==> config.mk <==
export PLATFORM = sky130hd
export DESIGN_NAME = retire_commit_ctrl_flat
export DESIGN_NICKNAME = d
export VERILOG_FILES = /design/src/rtl/retire_commit_ctrl_pkg.sv /design/src/rtl/retire_commit_ctrl_if.sv /design/src/rtl/retire_commit_ctrl_lane_select.sv /design/src/rtl/retire_commit_ctrl.sv /design/src/flat_wrapper.sv
export SDC_FILE = /design/constraint.sdc
export NUM_CORES = 1
export LEC_CHECK = 0
export CAP_MARGIN = 20
export CELL_PAD_IN_SITES_DETAIL_PLACEMENT = 2
export CELL_PAD_IN_SITES_GLOBAL_PLACEMENT = 2
export CORE_AREA = 2 2 306 308
export CTS_BUF_LIST = sky130_fd_sc_hd__clkbuf_8
export CTS_CLUSTER_DIAMETER = 150
export DETAILED_ROUTE_END_ITERATION = 10
export DIE_AREA = 0 0 308 310
export GPL_TIMING_DRIVEN = 0
export PLACE_DENSITY = 0.75
export SETUP_SLACK_MARGIN = 0.5
export SYNTH_ARGS = -nofsm -noshare
export SYNTH_HDL_FRONTEND = slang
export SYNTH_SLANG_ARGS = --single-unit
==> constraint.sdc <==
create_clock -name clock -period 11 [get_ports clock]
set_clock_uncertainty 0.2 [all_clocks]
set_input_delay 2.2 -clock clock [delete_from_list [all_inputs] [get_ports clock]]
set_output_delay 2.2 -clock clock [all_outputs]
set_load 0.005 [all_outputs]
==> src/rtl/retire_commit_ctrl_pkg.sv <==
// Shared types and sizing for the retire/commit controller.
//   - lane, register, ROB index and counter widths
//   - rob_entry_t: one ROB head entry as seen by retire
//   - retire_state_t / stop_reason_t: FSM state and scan stop cause
//   - helpers for branch mispredict detection and the recovery PC
package retire_commit_ctrl_pkg;

  localparam int N              = 4;
  localparam int PHYS_REGS      = 48;
  localparam int PRW            = $clog2(PHYS_REGS);
  localparam int ST_PORTS       = 2;
  localparam int RECOVER_CYCLES = 2;
  localparam int CNT_W          = 64;
  localparam int ROB_IDX_W      = 5;
  localparam int REG_IDX_W      = 5;
  localparam int ADDR_W         = 32;

  localparam int RET_CNT_W = $clog2(N + 1);
  localparam int SQ_CNT_W  = $clog2(ST_PORTS + 1);
  localparam int REC_CNT_W = $clog2(RECOVER_CYCLES + 1);
  localparam int LANE_W    = (N > 1) ? $clog2(N) : 1;

  typedef enum logic [1:0] {RUN, RECOVER, HALTED} retire_state_t;

  typedef enum logic [2:0] {
    STOP_NONE,
    STOP_DISABLED,
    STOP_INVALID,
    STOP_INCOMPLETE,
    STOP_SQ_FULL,
    STOP_MISPRED,
    STOP_HALT
  } stop_reason_t;

  typedef struct packed {
    logic                 complete;
    logic                 is_store;
    logic                 halt;
    logic                 is_branch;
    logic                 pred_taken;
    logic                 branch_taken;
    logic [ADDR_W-1:0]    pc;
    logic [ADDR_W-1:0]    pred_target;
    logic [ADDR_W-1:0]    branch_target;
    logic [REG_IDX_W-1:0] arch_rd;
    logic [PRW-1:0]       phys_rd;
    logic [PRW-1:0]       prev_phys_rd;
  } rob_entry_t;

  // A taken branch with the right direction but a stale target is still wrong.
  function automatic logic is_mispredict(input rob_entry_t e);
    return e.is_branch &&
           ((e.pred_taken != e.branch_taken) ||
            (e.branch_taken && (e.pred_target != e.branch_target)));
  endfunction

  function automatic logic [ADDR_W-1:0] recovery_pc(input rob_entry_t e);
    return e.branch_taken ? e.branch_target : e.pc + ADDR_W'(4);
  endfunction

endpackage

==> src/rtl/retire_commit_ctrl_if.sv <==
// Bundle between the ROB head window / arch state and the retire controller.
//   master : ROB side, drives the head window and SQ credits, sees commit results
//   slave  : retire controller
// Signals:
//   head_entries/head_valids/head_idxs  ROB head window, [0] oldest
//   sq_credits                          stores the SQ accepts this cycle
//   retire_count, sq_commit_count       pops / store commits this cycle
//   rob_mispredict, rob_mispred_idx     flush younger than the committed branch
//   bp_recover_en, redirect_pc          predictor recovery pulse and fetch target
//   free_mask                           Told registers released this cycle
//   arch_write_*                        per-lane archMapTable update
//   recovering, halted, instret, mispred_cnt  registered status / perf counters
interface retire_commit_ctrl_if;
  import retire_commit_ctrl_pkg::*;

  rob_entry_t [N-1:0]                head_entries;
  logic [N-1:0]                      head_valids;
  logic [N-1:0][ROB_IDX_W-1:0]       head_idxs;
  logic [SQ_CNT_W-1:0]               sq_credits;

  logic [RET_CNT_W-1:0]              retire_count;
  logic [SQ_CNT_W-1:0]               sq_commit_count;
  logic                              rob_mispredict;
  logic [ROB_IDX_W-1:0]              rob_mispred_idx;
  logic                              bp_recover_en;
  logic [ADDR_W-1:0]                 redirect_pc;
  logic [PHYS_REGS-1:0]              free_mask;
  logic [N-1:0]                      arch_write_enables;
  logic [N-1:0][REG_IDX_W-1:0]       arch_write_addrs;
  logic [N-1:0][PRW-1:0]             arch_write_phys_regs;
  logic                              recovering;
  logic                              halted;
  logic [CNT_W-1:0]                  instret;
  logic [CNT_W-1:0]                  mispred_cnt;

  modport master (
    output head_entries, head_valids, head_idxs, sq_credits,
    input  retire_count, sq_commit_count, rob_mispredict, rob_mispred_idx,
           bp_recover_en, redirect_pc, free_mask, arch_write_enables,
           arch_write_addrs, arch_write_phys_regs, recovering, halted,
           instret, mispred_cnt
  );

  modport slave (
    input  head_entries, head_valids, head_idxs, sq_credits,
    output retire_count, sq_commit_count, rob_mispredict, rob_mispred_idx,
           bp_recover_en, redirect_pc, free_mask, arch_write_enables,
           arch_write_addrs, arch_write_phys_regs, recovering, halted,
           instret, mispred_cnt
  );

endinterface

==> src/rtl/retire_commit_ctrl_lane_select.sv <==
// Combinational in-order prefix scan over the head window.
// Ports:
//   enable       scan allowed (RUN and not in reset)
//   valids, complete, is_store, halt, mispred   per-lane flags, [0] oldest
//   sq_credits   store commits the SQ accepts this cycle
//   commit_mask  contiguous-from-lane-0 commit set
//   store_count  stores inside commit_mask
//   mispred_lane lane of the committed mispredicted branch
//   stop_reason  why the scan ended
module retire_commit_ctrl_lane_select
  import retire_commit_ctrl_pkg::*;
(
  input  logic                enable,
  input  logic [N-1:0]        valids,
  input  logic [N-1:0]        complete,
  input  logic [N-1:0]        is_store,
  input  logic [N-1:0]        halt,
  input  logic [N-1:0]        mispred,
  input  logic [SQ_CNT_W-1:0] sq_credits,
  output logic [N-1:0]        commit_mask,
  output logic [SQ_CNT_W-1:0] store_count,
  output logic [LANE_W-1:0]   mispred_lane,
  output stop_reason_t        stop_reason
);

  logic                blocked;
  logic [SQ_CNT_W-1:0] credit_lim;

  // The SQ never takes more than ST_PORTS stores in one cycle, whatever it offers.
  assign credit_lim = (sq_credits > SQ_CNT_W'(ST_PORTS)) ? SQ_CNT_W'(ST_PORTS) : sq_credits;

  always_comb begin
    commit_mask  = '0;
    store_count  = '0;
    mispred_lane = '0;
    stop_reason  = enable ? STOP_NONE : STOP_DISABLED;
    blocked      = !enable;
    for (int w = 0; w < N; w++) begin
      if (!blocked) begin
        if (!valids[w]) begin
          blocked     = 1'b1;
          stop_reason = STOP_INVALID;
        end else if (!complete[w]) begin
          blocked     = 1'b1;
          stop_reason = STOP_INCOMPLETE;
        end else if (is_store[w] && (store_count == credit_lim)) begin
          blocked     = 1'b1;
          stop_reason = STOP_SQ_FULL;
        end else begin
          commit_mask[w] = 1'b1;
          if (is_store[w]) store_count = store_count + SQ_CNT_W'(1);
          // Mispredict and halt both commit their own lane but fence younger ones.
          if (mispred[w]) begin
            blocked      = 1'b1;
            stop_reason  = STOP_MISPRED;
            mispred_lane = LANE_W'(w);
          end else if (halt[w]) begin
            blocked     = 1'b1;
            stop_reason = STOP_HALT;
          end
        end
      end
    end
  end

endmodule

==> src/rtl/retire_commit_ctrl.sv <==
// N-wide in-order retire controller between the ROB head window and arch
// state. Commit outputs are combinational from the window and FSM state;
// status flags and perf counters are registered.
// Ports:
//   clock  rising-edge clock
//   reset  synchronous, active-high
//   bus    retire_commit_ctrl_if.slave (head window in, commit results out)
//
// state   | meaning
// RUN     | scanning and committing the head window every cycle
// RECOVER | post-mispredict bubble, down-counter runs to terminal count
// HALTED  | HALT retired, nothing commits until reset
module retire_commit_ctrl
  import retire_commit_ctrl_pkg::*;
(
  input  logic                  clock,
  input  logic                  reset,
  retire_commit_ctrl_if.slave   bus
);

  retire_state_t        state;
  logic [REC_CNT_W-1:0] recover_cnt;
  logic                 recovering_q;
  logic                 halted_q;
  logic [CNT_W-1:0]     instret_q;
  logic [CNT_W-1:0]     mispred_cnt_q;

  logic [N-1:0]         lane_complete;
  logic [N-1:0]         lane_store;
  logic [N-1:0]         lane_halt;
  logic [N-1:0]         lane_mispred;
  logic [N-1:0]         commit_mask;
  logic [SQ_CNT_W-1:0]  store_count;
  logic [LANE_W-1:0]    mispred_lane;
  stop_reason_t         stop_reason;
  logic                 scan_en;
  logic                 mispred_commit;
  logic [RET_CNT_W-1:0] retire_cnt;

  always_comb begin
    lane_complete = '0;
    lane_store    = '0;
    lane_halt     = '0;
    lane_mispred  = '0;
    for (int w = 0; w < N; w++) begin
      lane_complete[w] = bus.head_entries[w].complete;
      lane_store[w]    = bus.head_entries[w].is_store;
      lane_halt[w]     = bus.head_entries[w].halt;
      lane_mispred[w]  = is_mispredict(bus.head_entries[w]);
    end
  end

  // Reset also gates the scan so every commit output reads zero during reset.
  assign scan_en = !reset && (state == RUN);

  retire_commit_ctrl_lane_select u_lane_select (
    .enable       (scan_en),
    .valids       (bus.head_valids),
    .complete     (lane_complete),
    .is_store     (lane_store),
    .halt         (lane_halt),
    .mispred      (lane_mispred),
    .sq_credits   (bus.sq_credits),
    .commit_mask  (commit_mask),
    .store_count  (store_count),
    .mispred_lane (mispred_lane),
    .stop_reason  (stop_reason)
  );

  assign mispred_commit = (stop_reason == STOP_MISPRED);

  always_comb begin
    retire_cnt               = '0;
    bus.arch_write_enables   = '0;
    bus.arch_write_addrs     = '0;
    bus.arch_write_phys_regs = '0;
    bus.free_mask            = '0;
    for (int w = 0; w < N; w++) begin
      retire_cnt = retire_cnt + RET_CNT_W'(commit_mask[w]);
      // arch_rd==0 lanes retire without touching the map or the freelist.
      if (commit_mask[w] && (bus.head_entries[w].arch_rd != '0)) begin
        bus.arch_write_enables[w]   = 1'b1;
        bus.arch_write_addrs[w]     = bus.head_entries[w].arch_rd;
        bus.arch_write_phys_regs[w] = bus.head_entries[w].phys_rd;
        if ((bus.head_entries[w].prev_phys_rd != '0) &&
            (int'(bus.head_entries[w].prev_phys_rd) < PHYS_REGS))
          bus.free_mask[bus.head_entries[w].prev_phys_rd] = 1'b1;
      end
    end
  end

  assign bus.retire_count    = retire_cnt;
  assign bus.sq_commit_count = store_count;
  assign bus.rob_mispredict  = mispred_commit;
  assign bus.bp_recover_en   = mispred_commit;
  assign bus.rob_mispred_idx = mispred_commit ? bus.head_idxs[mispred_lane] : '0;
  assign bus.redirect_pc     = mispred_commit ? recovery_pc(bus.head_entries[mispred_lane]) : '0;

  always_ff @(posedge clock) begin
    if (reset) begin
      state         <= RUN;
      recover_cnt   <= '0;
      recovering_q  <= 1'b0;
      halted_q      <= 1'b0;
      instret_q     <= '0;
      mispred_cnt_q <= '0;
    end else begin
      instret_q <= instret_q + CNT_W'(retire_cnt);
      if (mispred_commit) mispred_cnt_q <= mispred_cnt_q + CNT_W'(1);
      unique case (state)
        RUN: begin
          if (mispred_commit) begin
            state        <= RECOVER;
            recover_cnt  <= REC_CNT_W'(RECOVER_CYCLES);
            recovering_q <= 1'b1;
          end else if (stop_reason == STOP_HALT) begin
            state    <= HALTED;
            halted_q <= 1'b1;
          end
        end
        RECOVER: begin
          recover_cnt <= recover_cnt - REC_CNT_W'(1);
          if (recover_cnt == REC_CNT_W'(1)) begin
            state        <= RUN;
            recovering_q <= 1'b0;
          end
        end
        HALTED: begin
          halted_q <= 1'b1;
        end
        default: begin
          state        <= RUN;
          recovering_q <= 1'b0;
          halted_q     <= 1'b0;
        end
      endcase
    end
  end

  assign bus.recovering  = recovering_q;
  assign bus.halted      = halted_q;
  assign bus.instret     = instret_q;
  assign bus.mispred_cnt = mispred_cnt_q;

endmodule

==> src/flat_wrapper.sv <==
// flat-port wrapper written by rule: the top's interface ports become plain ports
module retire_commit_ctrl_flat import retire_commit_ctrl_pkg::*;
  (clock, reset, bus_head_entries, bus_head_valids, bus_head_idxs, bus_sq_credits, bus_retire_count, bus_sq_commit_count, bus_rob_mispredict, bus_rob_mispred_idx, bus_bp_recover_en, bus_redirect_pc, bus_free_mask, bus_arch_write_enables, bus_arch_write_addrs, bus_arch_write_phys_regs, bus_recovering, bus_halted, bus_instret, bus_mispred_cnt);
  retire_commit_ctrl_if bus_i ();
  input  logic clock;
  input  logic reset;
  input wire logic [$bits(bus_i.head_entries)-1:0] bus_head_entries;
  input wire logic [$bits(bus_i.head_valids)-1:0] bus_head_valids;
  input wire logic [$bits(bus_i.head_idxs)-1:0] bus_head_idxs;
  input wire logic [$bits(bus_i.sq_credits)-1:0] bus_sq_credits;
  output wire logic [$bits(bus_i.retire_count)-1:0] bus_retire_count;
  output wire logic [$bits(bus_i.sq_commit_count)-1:0] bus_sq_commit_count;
  output wire logic [$bits(bus_i.rob_mispredict)-1:0] bus_rob_mispredict;
  output wire logic [$bits(bus_i.rob_mispred_idx)-1:0] bus_rob_mispred_idx;
  output wire logic [$bits(bus_i.bp_recover_en)-1:0] bus_bp_recover_en;
  output wire logic [$bits(bus_i.redirect_pc)-1:0] bus_redirect_pc;
  output wire logic [$bits(bus_i.free_mask)-1:0] bus_free_mask;
  output wire logic [$bits(bus_i.arch_write_enables)-1:0] bus_arch_write_enables;
  output wire logic [$bits(bus_i.arch_write_addrs)-1:0] bus_arch_write_addrs;
  output wire logic [$bits(bus_i.arch_write_phys_regs)-1:0] bus_arch_write_phys_regs;
  output wire logic [$bits(bus_i.recovering)-1:0] bus_recovering;
  output wire logic [$bits(bus_i.halted)-1:0] bus_halted;
  output wire logic [$bits(bus_i.instret)-1:0] bus_instret;
  output wire logic [$bits(bus_i.mispred_cnt)-1:0] bus_mispred_cnt;
  assign bus_i.head_entries = bus_head_entries;
  assign bus_i.head_valids = bus_head_valids;
  assign bus_i.head_idxs = bus_head_idxs;
  assign bus_i.sq_credits = bus_sq_credits;
  assign bus_retire_count = bus_i.retire_count;
  assign bus_sq_commit_count = bus_i.sq_commit_count;
  assign bus_rob_mispredict = bus_i.rob_mispredict;
  assign bus_rob_mispred_idx = bus_i.rob_mispred_idx;
  assign bus_bp_recover_en = bus_i.bp_recover_en;
  assign bus_redirect_pc = bus_i.redirect_pc;
  assign bus_free_mask = bus_i.free_mask;
  assign bus_arch_write_enables = bus_i.arch_write_enables;
  assign bus_arch_write_addrs = bus_i.arch_write_addrs;
  assign bus_arch_write_phys_regs = bus_i.arch_write_phys_regs;
  assign bus_recovering = bus_i.recovering;
  assign bus_halted = bus_i.halted;
  assign bus_instret = bus_i.instret;
  assign bus_mispred_cnt = bus_i.mispred_cnt;
  retire_commit_ctrl u_core (.clock(clock), .reset(reset), .bus(bus_i));
endmodule
# --- Yosys cells after proc, flatten, opt, wreduce, memory -nomap -nowiden ---
# Index checks and enable logic that the tools add are counted.
word_totals:
  wordCells: 244
  reg_bits: 134
  input_bits: 504
  out_inout_bits: 270
classes:
  add_sub_neg: 10
  n_reduce_logical: 46
  bitwise_logic: 5
  magnitude_cmp: 14
  muxes: 142
  n_eq_ne: 21
ops:
  columns: ["cell", "count"]
  rows:
  - ["$mux W48", 8]
  - ["$bmux W119 S2", 1]
  - ["$or A48 B48 Y48", 3]
  - ["$ne A32 B32 Y1", 4]
  - ["$mux W114", 1]
  - ["$mux W3", 24]
  - ["$add A64 B1 Y64 const B", 1]
  - ["$add A64 B3 Y64", 1]
  - ["$mux W32", 2]
  - ["$mux W2", 30]
  - ["$mux W1", 57]
  - ["$add A32 B3 Y32 const B", 1]
  - ["$mux W5", 6]
  - ["$lt A6 B7 Y1 const B", 4]
  - ["$logic_and A1 B1 Y1", 25]
  - ["$demux W1 S6", 4]
  - ["$ge A6 B1 Y1 const B", 4]
  - ["$lt A6 B6 Y1 const B", 4]
  - ["$mux W6", 4]
  - ["$reduce_bool A6 Y1", 4]
  - ["$reduce_bool A5 Y1", 4]
  - ["$bmux W5 S2", 1]
  - ["$reduce_and A3 Y1", 3]
  - ["$add A2 B1 Y2 const B", 3]
  - ["other kinds (22)", 39]

# --- Logic depth before layout (Yosys ltp) ---
# Gate-level depths: netlist (run 1).
logic_depth:
  ltp_word: 31
  depth_mapped: 26
  ltp_nobuf: 22

# --- Cells and area by module ---
# From an unflattened synthesis (run 1), not the netlist that was laid out.
hier_totals:
  cells_unflattened: 1606
  area_unflattened_um2: 13018.7
by_module_without_submodules:
  columns: ["mod", "instances", "cells_per_inst", "seq_area_each_um2", "area_per_inst_um2"]
  rows:
  - ["retire_commit_ctrl", 1, 1494, 2682.6, 12254.3]
  - ["retire_commit_ctrl_lane_select", 1, 112, 0.0, 764.5]

# --- Worst setup path before layout (run 1) ---
# OpenSTA, ideal clock, no wires.
synth_timing:
  path_type: "input-to-output"
  start: "in reset"
  end: "out bus_redirect_pc[28]"
  cell_stages: 26
  t_arrival_ps: 7706
  slack_ps: 894
  path_buffers: 7
  required_ps: 8600
  path_cell_list: "clkbuf_1 nor3_1 nand2_1 nor3_1 ha_1 clkbuf_1 xor2_1 o31ai_1 nand4_1 o211ai_2 a221o_1 nor4_4 buf_2 nor2_1 clkbuf_1 buf_1 clkbuf_1 a21oi_1 ha_1 o211ai_1 or4_1 buf_2 nor3_4 nand4_1 xor2_1 a211oi_1"
synth_via:
  elab_chain_len: 29
  elab_cells_between_ends: 81
  classes_between: "add/sub (3); eq/ne (4); mux (68); reduce/logical (6)"
synth_lines:
  columns: ["item", "line_no", "rtl"]
  rows:
  - ["from (decl)", "flat_wrapper.sv:6", "input logic reset;"]
  - ["$logic_not A1 Y1 (*)", "retire_commit_ctrl.sv:54", "assign scan_en = !reset && (state == RUN);"]
  - ["$logic_and A1 B1 Y1 (*)", "retire_commit_ctrl.sv:54", null]
  - ["branches (longest 26 deep; another with $add A2 B1 Y2)", null, null]
  - ["$mux W32 (*)", "retire_commit_ctrl.sv:97", "assign bus.redirect_pc = mispred_commit ? recovery_pc(bus.head_entries[mispred_lane]) : '0;"]
  - ["to (decl)", "flat_wrapper.sv:16", "output wire logic [$bits(bus_i.redirect_pc)-1:0] bus_redirect_pc;"]
# Every way passes the cells marked *. The select of a mux whose other input is x is not followed.

# --- Worst setup path after layout (run 1) ---
layout_timing:
  start: "in bus_head_entries[25]"
  end: "out bus_redirect_pc[21]"
layout_via:
  elab_chain_len: 29
  elab_cells_between_ends: 65
  classes_between: "add/sub (2); eq/ne (4); mux (54); reduce/logical (5)"
layout_lines:
  columns: ["item", "line_no", "rtl"]
  rows:
  - ["from (decl)", "flat_wrapper.sv:7", "input wire logic [$bits(bus_i.head_entries)-1:0] bus_head_entries;"]
  - ["$ne A32 B32 Y1 (*)", "retire_commit_ctrl_pkg.sv:54", "(e.branch_taken && (e.pred_target != e.branch_target)));"]
  - ["$logic_and A1 B1 Y1 (*)", "retire_commit_ctrl_pkg.sv:54", null]
  - ["$logic_or A1 B1 Y1 (*)", "retire_commit_ctrl_pkg.sv:53", "((e.pred_taken != e.branch_taken) ||"]
  - ["$logic_and A1 B1 Y1 (*)", "retire_commit_ctrl_pkg.sv:52", "return e.is_branch &&"]
  - ["branches (longest 24 deep; another with $add A2 B1 Y2)", null, null]
  - ["$mux W32 (*)", "retire_commit_ctrl.sv:97", null]
# Marked as above.

==> results of run 1 <==
[flip-flops by register name, indices dropped and copies added, names as in the netlist]
name / cells
u_core.bus.recovering: 1
u_core.bus.halted: 1
u_core.bus.mispred_cnt: 64
u_core.bus.instret: 64
u_core.state: 2
u_core.recover_cnt: 2
[critical path, cell delays in order]
cell,delay (ns)
clkdlybuf4s50_1,0.50
xnor2_1,0.28
nand4_1,0.18
or4_4,0.65
or3_4,0.42
a2111oi_2,0.66
a32oi_1,0.18
a32o_1,0.26
mux2_2,0.28
or4_1,0.63
nor3_4,0.34
buf_4,0.27
nand3_1,0.12
xor2_1,0.21
o22ai_1,0.25
clkdlybuf4s50_1,0.60
[metrics by stage]
step | util | cells
finish | 0.259 | 3970
global route | 0.259 | 3967
CTS | 0.256 | 3930
detailed placement | 0.246 | 3884
global placement | 0.246 | 3882
floorplan | - | 1919
[cell families after synthesis]
group | synth area share
AOI/OAI and AO/OA | 0.200
adders and majority gates | 0.0120
and+or+nand+nor | 0.361
xor gates and xnor gates | 0.150
other | 0.000276
muxes | 0.0436
buffers and inverters | 0.0359
DFF | 0.198
[worst min-delay path by stage]
stage | to | slack [ns] | cells after the start
6_report | u_core.recover_cnt[1]$_SDFFE_PP0P_ | 0.29 | 2
5_1_grt | u_core.recover_cnt[1]$_SDFFE_PP0P_ | 0.32 | 2
4_1_cts | u_core.recover_cnt[1]$_SDFFE_PP0P_ | 0.29 | 2
3_5_place_dp | u_core.recover_cnt[1]$_SDFFE_PP0P_ | 0.28 | 2
3_3_place_gp | u_core.recover_cnt[1]$_SDFFE_PP0P_ | 0.26 | 2
2_1_floorplan | u_core.recover_cnt[1]$_SDFFE_PP0P_ | 0.25 | 2
[synthesized netlist by cell type (5+ instances only)]
library cell / number
nor2b_1: 27
mux2i_1: 40
buf_1: 12
mux2_2: 17
a222oi_1: 8
and3_1: 67
o221ai_1: 41
a211oi_1: 27
o32ai_1: 7
xor2_1: 153
a21o_1: 9
o211ai_1: 7
nand2b_1: 10
o31ai_1: 8
nand4_1: 57
a211o_1: 5
and3b_1: 8
a21oi_1: 98
o21ai_0: 79
or4_1: 8
nand3b_1: 9
and4_1: 14
nor3b_1: 7
nor3_1: 40
nor4_1: 25
nor2_1: 167
clkbuf_1: 74
inv_1: 33
dfxtp_1: 134
o22ai_1: 19
xnor2_1: 79
nand3_1: 145
a22oi_1: 35
or3_1: 44
ha_1: 9
and2_1: 50
o21a_1: 11
buf_2: 5
nand2_1: 256
[power by group through the flow]
stage                     sequential, W  clock (W)  combinational (W)
after floorplan                0.000498          0           0.000133
after global placement         0.000499          0           0.000437
after detailed placement       0.000499          0           0.000441
after CTS                      0.000488   0.000543           0.000453
after global routing           0.000488   0.000562           0.000485
final                          0.000488   0.000527           0.000458
[cell type report]
class | count | area share
tap | 1197 | 0.0625
timing repair buffer | 800 | 0.330
multi-input combinational | 1659 | 0.448
clock buffer | 20 | 0.0115
buffer | 93 | 0.0192
sequential | 134 | 0.112
antenna | 22 | 0.00230
clock inverter | 12 | 0.00929
inverter | 33 | 0.00517
[timing repair]
| action | 4_1_cts | 5_1_grt |
|---|---|---|
| gates cloned | 0 | 0 |
| endpoints found under the setup margin | 77 | 44 |
| gates resized for setup | 114 | 39 |
| buffers inserted | 14 | 17 |
| pin swaps | 14 | 21 |
[routing by layer]
metal  wire, µm  share of wire  up-vias  GRT usage
met5         62        0.00056        -          0
met2      55600           0.50      733      0.395
met4       4260          0.039       10     0.0927
met3       7070          0.064      137     0.0506
met1      43100           0.39     9459      0.245
li1           -              -     8679          -
==> impl_metrics.py, run 1 <==
metrics = {
    "clock_tree": {
        "cts.path.max_buffers": 2,
        "root_buffer": "clkbuf_8",
        "cts_num_sinks": 134,
        "clock_latency_ns": 0.48,
        "cts_tree": "built",
        "cts_htree_levels": 4,
        "clk_pin_slew_worst_paths_ns": 0.08,
        "cts_made_buffers": 17,
        "hold_buffers": 0,
    },
    "setup_path": {
        "rr_worst_depth": 24,
        "end_kind": "output port",
        "crit_arrival_ns": 8.05,
        "r2r-end": "u_core.bus.instret[62]$_SDFF_PP0_",
        "start_kind": "input port",
        "r2r_slack_ns": 3.42,
        "crit_start": "bus_head_entries[25]",
        "path_max_fanout": 10,
        "cp.required_ns": 8.60,
        "cp-endpoint": "bus_redirect_pc[21]",
        "crit_type": "in -> out",
        "worstReg2RegStart": "u_core.state[1]$_SDFFE_PP0P_",
    },
    "synthesis": {
        "synth_warnings": 0,
        "synth_area_per_cell_um2": 7.07,
        "synth_top_area_cell": "dfxtp_1",
        "netlist.area_leader.share": 0.198,
        "synthFlopType": "dfxtp_1",
        "synth_cells": 1919,
        "yosysSeqAreaShare": 0.198,
        "syn-cell-area_um2": 13600,
        "synth_nets": 2434,
        "netlist-cell-type-count": 84,
        "synth_edf_count": 0,
        "synth_seq_cells": 134,
        "synthArstFlopShare": 0,
        "synthTopCellsByArea": "dfxtp_1 (20%), xor2_1 (9.9%), nand2_1 (7.1%)",
    },
    "power_and_ir_drop": {
        "pwr-share-seq": 0.331,
        "p_int_w": 0.00104,
        "p_sw_w": 0.000435,
        "p_leak_nw": 8.39,
        "combPwrFrac": 0.311,
        "p_total_w": 0.00147,
        "p_clk_frac": 0.358,
        "vdd_drop_max_uv": 81.4,
        "swShare": 0.296,
        "power_density_nw_per_um2": 61.4,
    },
    "final_layout": {
        "areaGrowthSynthToFinish_pct": 76.6,
        "nNetsFinal": 3253,
        "multi_input_area_um2": 10700,
        "layout-drive-gt1-share": 0.0665,
        "stdcell_area_um2": 24000,
        "final-seq-area_um2": 2680,
        "nFillCells": 10800,
        "final_cell_mix": "clkdlybuf4s50_1 (741), nand2_1 (255), nor2_1 (163)",
        "final_common_cell": "clkdlybuf4s50_1",
    },
    "min_path": {
        "min_from": "u_core.recover_cnt[1]$_SDFFE_PP0P_",
        "hold_class": "reg -> reg",
    },
    "grt": {
        "grt_pass1_wl_mm": 150,
        "overflow": 0,
        "grt_use_total": 0.219,
        "antenna_found_initial": 35,
        "grt_start_max_net_pins": 17,
        "grt_pass1_vias": 20000,
    },
    "placement": {
        "pre_cts_slack_ns": -2.38,
        "postPlaceCellArea_um2": 22800,
        "gp_congestion": 0.931,
        "dpl.hpwl_mm": 94.3,
        "portBuffers": 766,
    },
    "drt": {
        "drt-initial-drc-count": 922,
        "routed_wl_mm": 110,
        "vias": 19000,
        "wl_per_cell_um": 27.7,
        "drc": 0,
        "firstDrtPassIters": 6,
        "via_per_inst": 4.79,
        "ant_nets": 0,
    },
    "sta": {
        "slew_headroom": 0.235,
        "layout_min_cycle_time_ns": 10.45,
        "rsz0062_at_grt": "true",
        "clock.fmax_ghz": 0.0956,
        "worst_pin_slew_ns": 1.14,
        "fin_hold_ws_ns": 0.287,
        "layout_setup_ws_ns": 0.545,
        "setup_viol": 0,
        "post-route-period-util": 0.950,
        "hold_violations": 0,
        "setup_tns_ns": 0,
        "drv_slew": 0,
    },
    "floorplan": {
        "initial_core_util": 0.147,
        "rows": 112,
        "coreArea_um2": 92500,
        "die_area_um2": 95500,
        "die_w_um": 308,
        "ios": 774,
        "die_y_um": 310,
    },
    "run_status": {
        "status": "complete, no violations",
    },
    "job": {
        "maxCapViolCount": 0,
    },
}
Note: power is estimated with default switching activity, not from simulation.
==> run 2, diff against run 1 <==
--- a/config.mk
+++ b/config.mk
@@ -5,7 +5,6 @@
 export SDC_FILE = /design/constraint.sdc
 export NUM_CORES = 1
 export LEC_CHECK = 0
-export CAP_MARGIN = 20
 export CELL_PAD_IN_SITES_DETAIL_PLACEMENT = 2
 export CELL_PAD_IN_SITES_GLOBAL_PLACEMENT = 2
 export CORE_AREA = 2 2 306 308
==> run 2 against run 1 <==
Final area hardly changed. Clock power is essentially flat. First-iteration DRC count up 0.98%. Global-route usage did not move. Sequential power hardly changed. Count of clock-buffer cells in the layout stayed put. Cell count hardly changed. Sequential cell count stayed put. Sequential share of layout area barely moved. Non-clock buffer count decreased by 1. Setup slack about the same. Critical path type unchanged.
==> impl_metrics.py, run 2 (synthesis gave the netlist of run 1 again) <==
metrics = {
    "run_status": {
        "status": "complete, no violations",
    },
    "drt": {
        "drt-initial-drc-count": 931,
        "routed_wl_mm": 110,
        "wl_per_cell_um": 27.7,
        "wl_met3_mm": 6.99,
        "dr_wl_met2_mm": 55.4,
        "highest_layer": "met5",
        "firstDrtPassIters": 5,
        "vias": 19000,
        "met1_length_mm": 43.3,
        "via_per_inst": 4.79,
        "drc": 0,
        "ant_nets": 0,
    },
    "min_path": {
        "hold_class": "reg -> reg",
        "hold_end": "u_core.recover_cnt[1]$_SDFFE_PP0P_",
        "holdPathStages": 2,
        "min_from": "u_core.recover_cnt[1]$_SDFFE_PP0P_",
    },
    "clock_tree": {
        "root_buffer": "clkbuf_8",
        "hold_buffers": 0,
        "cts_made_buffers": 17,
        "cts_tree": "built",
        "clk_pin_slew_worst_paths_ns": 0.08,
        "clock_latency_ns": 0.48,
        "cts_htree_levels": 4,
        "cts.path.max_buffers": 2,
        "cts_num_sinks": 134,
    },
    "final_layout": {
        "final_common_cell": "clkdlybuf4s50_1",
        "stdcell_area_um2": 24000,
        "final-seq-area_um2": 2680,
        "areaGrowthSynthToFinish_pct": 76.6,
        "multi_input_area_um2": 10700,
        "final_cell_mix": "clkdlybuf4s50_1 (741), nand2_1 (255), nor2_1 (163)",
        "layout-drive-gt1-share": 0.0662,
        "nFillCells": 10800,
        "nNetsFinal": 3252,
    },
    "sta": {
        "drv_slew": 0,
        "clock.fmax_ghz": 0.0957,
        "worst_pin_slew_ns": 1.23,
        "setup_tns_ns": 0,
        "hold_violations": 0,
        "fin_hold_ws_ns": 0.287,
        "layout_min_cycle_time_ns": 10.45,
        "rsz0062_at_grt": "true",
        "slew_headroom": 0.170,
        "post-route-period-util": 0.950,
        "setup_viol": 0,
    },
    "setup_path": {
        "worstReg2RegStart": "u_core.state[1]$_SDFFE_PP0P_",
        "rr_worst_depth": 24,
        "critPathMostFrequentCell": "clkdlybuf4s50_1",
        "r2r_slack_ns": 3.45,
        "cp.required_ns": 8.60,
        "start_kind": "input port",
        "cp_cell_sequence": "clkdlybuf4s50_1, xnor2_1, nand4_1, or4_4, or3_4, a2111oi_2, a32oi_1, a32o_1, mux2_2, or4_1, nor3_4, buf_4, nand3_1, xor2_1, o22ai_1, clkdlybuf4s50_1",
        "crit_type": "in -> out",
        "slowest_stage": "a2111oi_2",
        "end_kind": "output port",
        "r2r-end": "u_core.bus.instret[62]$_SDFF_PP0_",
        "critPathMaxStageDelay_ns": 0.66,
        "crit_arrival_ns": 8.05,
        "path_max_fanout": 10,
    },
    "floorplan": {
        "coreArea_um2": 92500,
        "die_y_um": 310,
        "initial_core_util": 0.147,
        "rows": 112,
        "ios": 774,
        "die_w_um": 308,
        "die_area_um2": 95500,
    },
    "power_and_ir_drop": {
        "p_leak_nw": 8.39,
        "power_density_nw_per_um2": 61.4,
        "vdd_drop_max_uv": 81.0,
    },
    "grt": {
        "grt_start_max_net_pins": 17,
        "grt_pass1_wl_mm": 150,
        "antenna_found_initial": 35,
        "overflow": 0,
        "grt_use_total": 0.219,
        "grt_pass1_vias": 20000,
    },
    "placement": {
        "portBuffers": 766,
        "dpl.hpwl_mm": 94.3,
        "gp_congestion": 0.931,
        "postPlaceCellArea_um2": 22800,
    },
    "job": {
        "maxCapViolCount": 0,
    },
}
## run 2: where the power goes
part	leakage [nW]	internal, W	switching [W]	total, W
logic	7.05	0.000239	0.000218	0.000457
clock network	0.257	0.000312	0.000215	0.000526
registers	1.08	0.000486	0.00000146	0.000488
total	8.39	0.00104	0.000434	0.00147
## run 2: layout make-up
| type | count | share of cell area |
|---|---|---|
| Antenna cell | 21 | 0.00219 |
| Clock buffer | 20 | 0.0115 |
| Inverter | 33 | 0.00517 |
| Clock inverter | 12 | 0.00929 |
| Tap cell | 1197 | 0.0625 |
| Buffer | 93 | 0.0192 |
| Sequential cell | 134 | 0.112 |
| Multi-Input combinational cell | 1659 | 0.448 |
| Timing Repair Buffer | 799 | 0.330 |
## run 2: critical path: cells and delay by family
family                 cells  cell delay [ns]
AND/OR/NAND/NOR            6             2.38
buffers and inverters      3             1.48
AO/OA/AOI/OAI              4             1.34
XOR/XNOR                   2             0.35
multiplexers               1             0.28
## run 2: how the worst max path moves through the flow
stage | to | depth (start not counted) | slack (ns) | from
3_3_place_gp | bus_redirect_pc[30] | 22 | -2.53 | bus_head_entries[260]
5_1_grt | bus_redirect_pc[24] | 24 | 0.43 | bus_head_entries[263]
3_5_place_dp | bus_redirect_pc[30] | 27 | -2.38 | reset
4_1_cts | bus_redirect_pc[30] | 28 | 0.35 | bus_head_entries[118]
2_1_floorplan | bus_redirect_pc[28] | 26 | 0.89 | reset
6_report | bus_redirect_pc[21] | 16 | 0.55 | bus_head_entries[18]
## run 2: repair_timing
| action | in CTS | in global routing |
|---|---|---|
| setup buffers | 14 | 17 |
| endpoints found under the setup margin | 77 | 44 |
| gates cloned | 0 | 0 |
| resized for setup | 114 | 39 |
| pin swaps | 14 | 21 |
## run 2: metal layers
metal,track usage,vias to the layer above
li1,-,8672
met1,0.245,9450
met2,0.395,730
met3,0.0506,137
met4,0.0927,10
met5,0,-
## run 2: metrics by stage
stage | setup WS, ns | instances | total power, W | util
2_1_floorplan | 0.894 | 1919 | 0.000632 | -
3_3_place_gp | -2.53 | 3882 | 0.000936 | 0.246
3_5_place_dp | -2.38 | 3884 | 0.000940 | 0.246
4_1_cts | 0.353 | 3930 | 0.00148 | 0.256
5_1_grt | 0.428 | 3966 | 0.00153 | 0.259
6_report | 0.545 | 3968 | 0.00147 | 0.259
==> run 3, diff against run 2 <==
--- a/config.mk
+++ b/config.mk
@@ -5,6 +5,7 @@
 export SDC_FILE = /design/constraint.sdc
 export NUM_CORES = 1
 export LEC_CHECK = 0
+export ABC_CLOCK_PERIOD_IN_PS = 11000
 export CELL_PAD_IN_SITES_DETAIL_PLACEMENT = 2
 export CELL_PAD_IN_SITES_GLOBAL_PLACEMENT = 2
 export CORE_AREA = 2 2 306 308
==> results of run 3 <==
Same layout as run 2: the final DEF is identical, and so are final timing and power.
==> edit: new RTL, settings of run 1 <==
Register the output `bus.redirect_pc`; this adds one clock of latency there.
--- a/src/rtl/retire_commit_ctrl.sv
+++ b/src/rtl/retire_commit_ctrl.sv
@@ -95,5 +95,7 @@
   assign bus.bp_recover_en   = mispred_commit;
   assign bus.rob_mispred_idx = mispred_commit ? bus.head_idxs[mispred_lane] : '0;
-  assign bus.redirect_pc     = mispred_commit ? recovery_pc(bus.head_entries[mispred_lane]) : '0;
+  always_ff @(posedge clock) begin
+    bus.redirect_pc <= mispred_commit ? recovery_pc(bus.head_entries[mispred_lane]) : '0;
+  end
 
   always_ff @(posedge clock) begin
Check against the original RTL: not equivalent (a bounded check fails within 4 cycles, from zero or initial values and one cycle with reset high).
==> edit against run 1 <==
  * Area after synthesis rose by 2.4%
  * Combinational power fell by 1%
  * Highest routed layer unchanged
  * Clock power fell by 7.2%
  * Routed wire length fell by 3.6%
  * Total power rose by 5.1%
  * Design area fell by 0.23%
  * Critical path depth rose by 2
  * First-iteration DRC count rose by 30%
  * Sequential cell count rose by 32
  * Setup slack improved by 0.093 ns
  * Die area did not move
==> edit: results (changes against run 1) <==
slowest CP cell clkdlybuf4s50_1; dpl cell area 0.0231 sq mm (+1.6%); top post-synthesis cells by area dfxtp_1 24%, xor2_1 10%, xnor2_1 5.7%; largest incremental delay on the critical path 0.60 ns (-0.06 ns); antenna violations before repair 21 (-40%); syn nets 2384 (-2.1%); Detailed Routing Iterations Pass 1 7 (+1); placed wire-length estimate 92.3 mm (-2.1%); GP Congestion 0.937 (+0.64%); IO Port Bufs 767 (+0.13%); pre-CTS setup slack -1.34 ns (+1.04 ns); Crit Reg-Reg Endpoint u_core.bus.instret[63]$_SDFF_PP0_; first-pass GRT wire length 144 mm (-4.0%); Skew-Pair Late Insertion Delay 0.58 ns (+0.10 ns); relative slew slack 0.254 (+0.0195); Vias 18300 (-3.6%); initial detailed-routing violation count 1200 (+30%); hold path endpoint u_core.bus.recovering$_SDFFE_PP0P_; fillers 10800 (-0.065%); VDD IR max 0.0000786 V (-3.5%); clock slew at reported path FFs 0.10 ns (+0.02 ns); delay-heaviest family, CP buffers and inverters; total routed wirelength 106 mm (-3.6%); sequential area share after synthesis 0.239 (+0.0414); largest net degree at the start of global routing 19 (+2); outcome complete, no violations; hold slack 0.273 ns (-0.0138 ns); Distinct cells, synth 89 (+6.0%); Layout Nets 3188 (-2.0%); FF-to-FF path depth 30 (+25%); hold path startpoint u_core.bus.recovering$_SDFFE_PP0P_; CP Data Arrival Time 7.96 ns (-0.09 ns); vias in the first global route 19000 (-5.1%); R2R setup slack 3.18 ns (-0.24 ns); share of cells above drive strength 1 0.0585 (-0.00807); Pleak 8.17 nW (-2.7%); most frequent cells after synthesis 207 x nor2_1, 178 x nand2_1, 166 x dfxtp_1, 166 x xor2_1, 96 x nand3_1; Hold Path Class flop to flop
==> edit: worst max-delay path by stage <==
stage	slack [ns]	to	start	cells past startpoint
2_1_floorplan	2.26	bus_free_mask[16]	reset	19
3_3_place_gp	-2.01	bus_free_mask[26]	bus_head_entries[39]	15
3_5_place_dp	-1.34	bus_rob_mispred_idx[3]	bus_head_entries[47]	17
4_1_cts	0.49	bus_free_mask[26]	bus_head_valids[0]	21
5_1_grt	0.49	bus_rob_mispred_idx[2]	bus_head_entries[137]	19
6_report	0.64	bus_rob_mispred_idx[3]	bus_head_entries[137]	18
==> edit: cell families (layout without fill, tap and decap cells) <==
kind of cell	Yosys count	in the layout	synth area share
and+or+nand+nor	862	862	0.320
AOI/OAI and AO/OA	382	382	0.183
xor gates and xnor gates	256	256	0.161
DFF	166	166	0.239
buffers and inverters	126	943	0.0365
muxes	64	64	0.0478
adders and majority gates	12	12	0.0117
other	1	10	0.000270
==> edit: through the flow <==
step / cells / power (W)
floorplan: 1869 / 0.000742
global placement: 3833 / 0.00105
detailed placement: 3837 / 0.00106
CTS: 3872 / 0.00157
global route: 3890 / 0.00162
finish: 3892 / 0.00155
==> edit: timing repair <==
| item | 4_1_cts | 5_1_grt |
|---|---|---|
| buffers inserted | 4 | 7 |
| endpoints found under the hold margin | 0 | 0 |
| pin swaps | 5 | 6 |
| resized for setup | 35 | 33 |
| setup endpoints to repair | 79 | 47 |
==> edit: routing by layer <==
layer | part of all wire | track usage
met1 | 0.43 | 0.272
met2 | 0.45 | 0.339
met3 | 0.089 | 0.0705
met4 | 0.027 | 0.0678
met5 | 0.00057 | 0
==> edit: worst register-to-register path, delay by kind of cell (launching register included) <==
kind	cells	cell delay, ns
compound gates	4	0.76
fa+ha+maj	4	0.96
buf+inv	6	1.12
flops	1	0.48
simple gates	16	4.24
==> edit: cell type report <==
| cell class | count | area [sq um] | share of cell area |
|---|---|---|---|
| multi-input combinational | 1577 | 10300 | 0.432 |
| buffer | 85 | 382 | 0.0160 |
| clock buffer | 17 | 234 | 0.00978 |
| clock inverter | 15 | 153 | 0.00638 |
| tap | 1197 | 1500 | 0.0626 |
| antenna | 9 | 22.5 | 0.000942 |
| sequential | 166 | 3320 | 0.139 |
| inverter | 40 | 155 | 0.00649 |
| timing repair buffer | 786 | 7830 | 0.327 |
==> edit: report_power, final <==
| part | total [W] | internal [W] | switching [W] |
|---|---|---|---|
| logic | 0.000452 | 0.000234 | 0.000218 |
| registers | 0.000607 | 0.000604 | 0.00000250 |
| clock network | 0.000489 | 0.000169 | 0.000320 |
| total | 0.00155 | 0.00101 | 0.000540 |
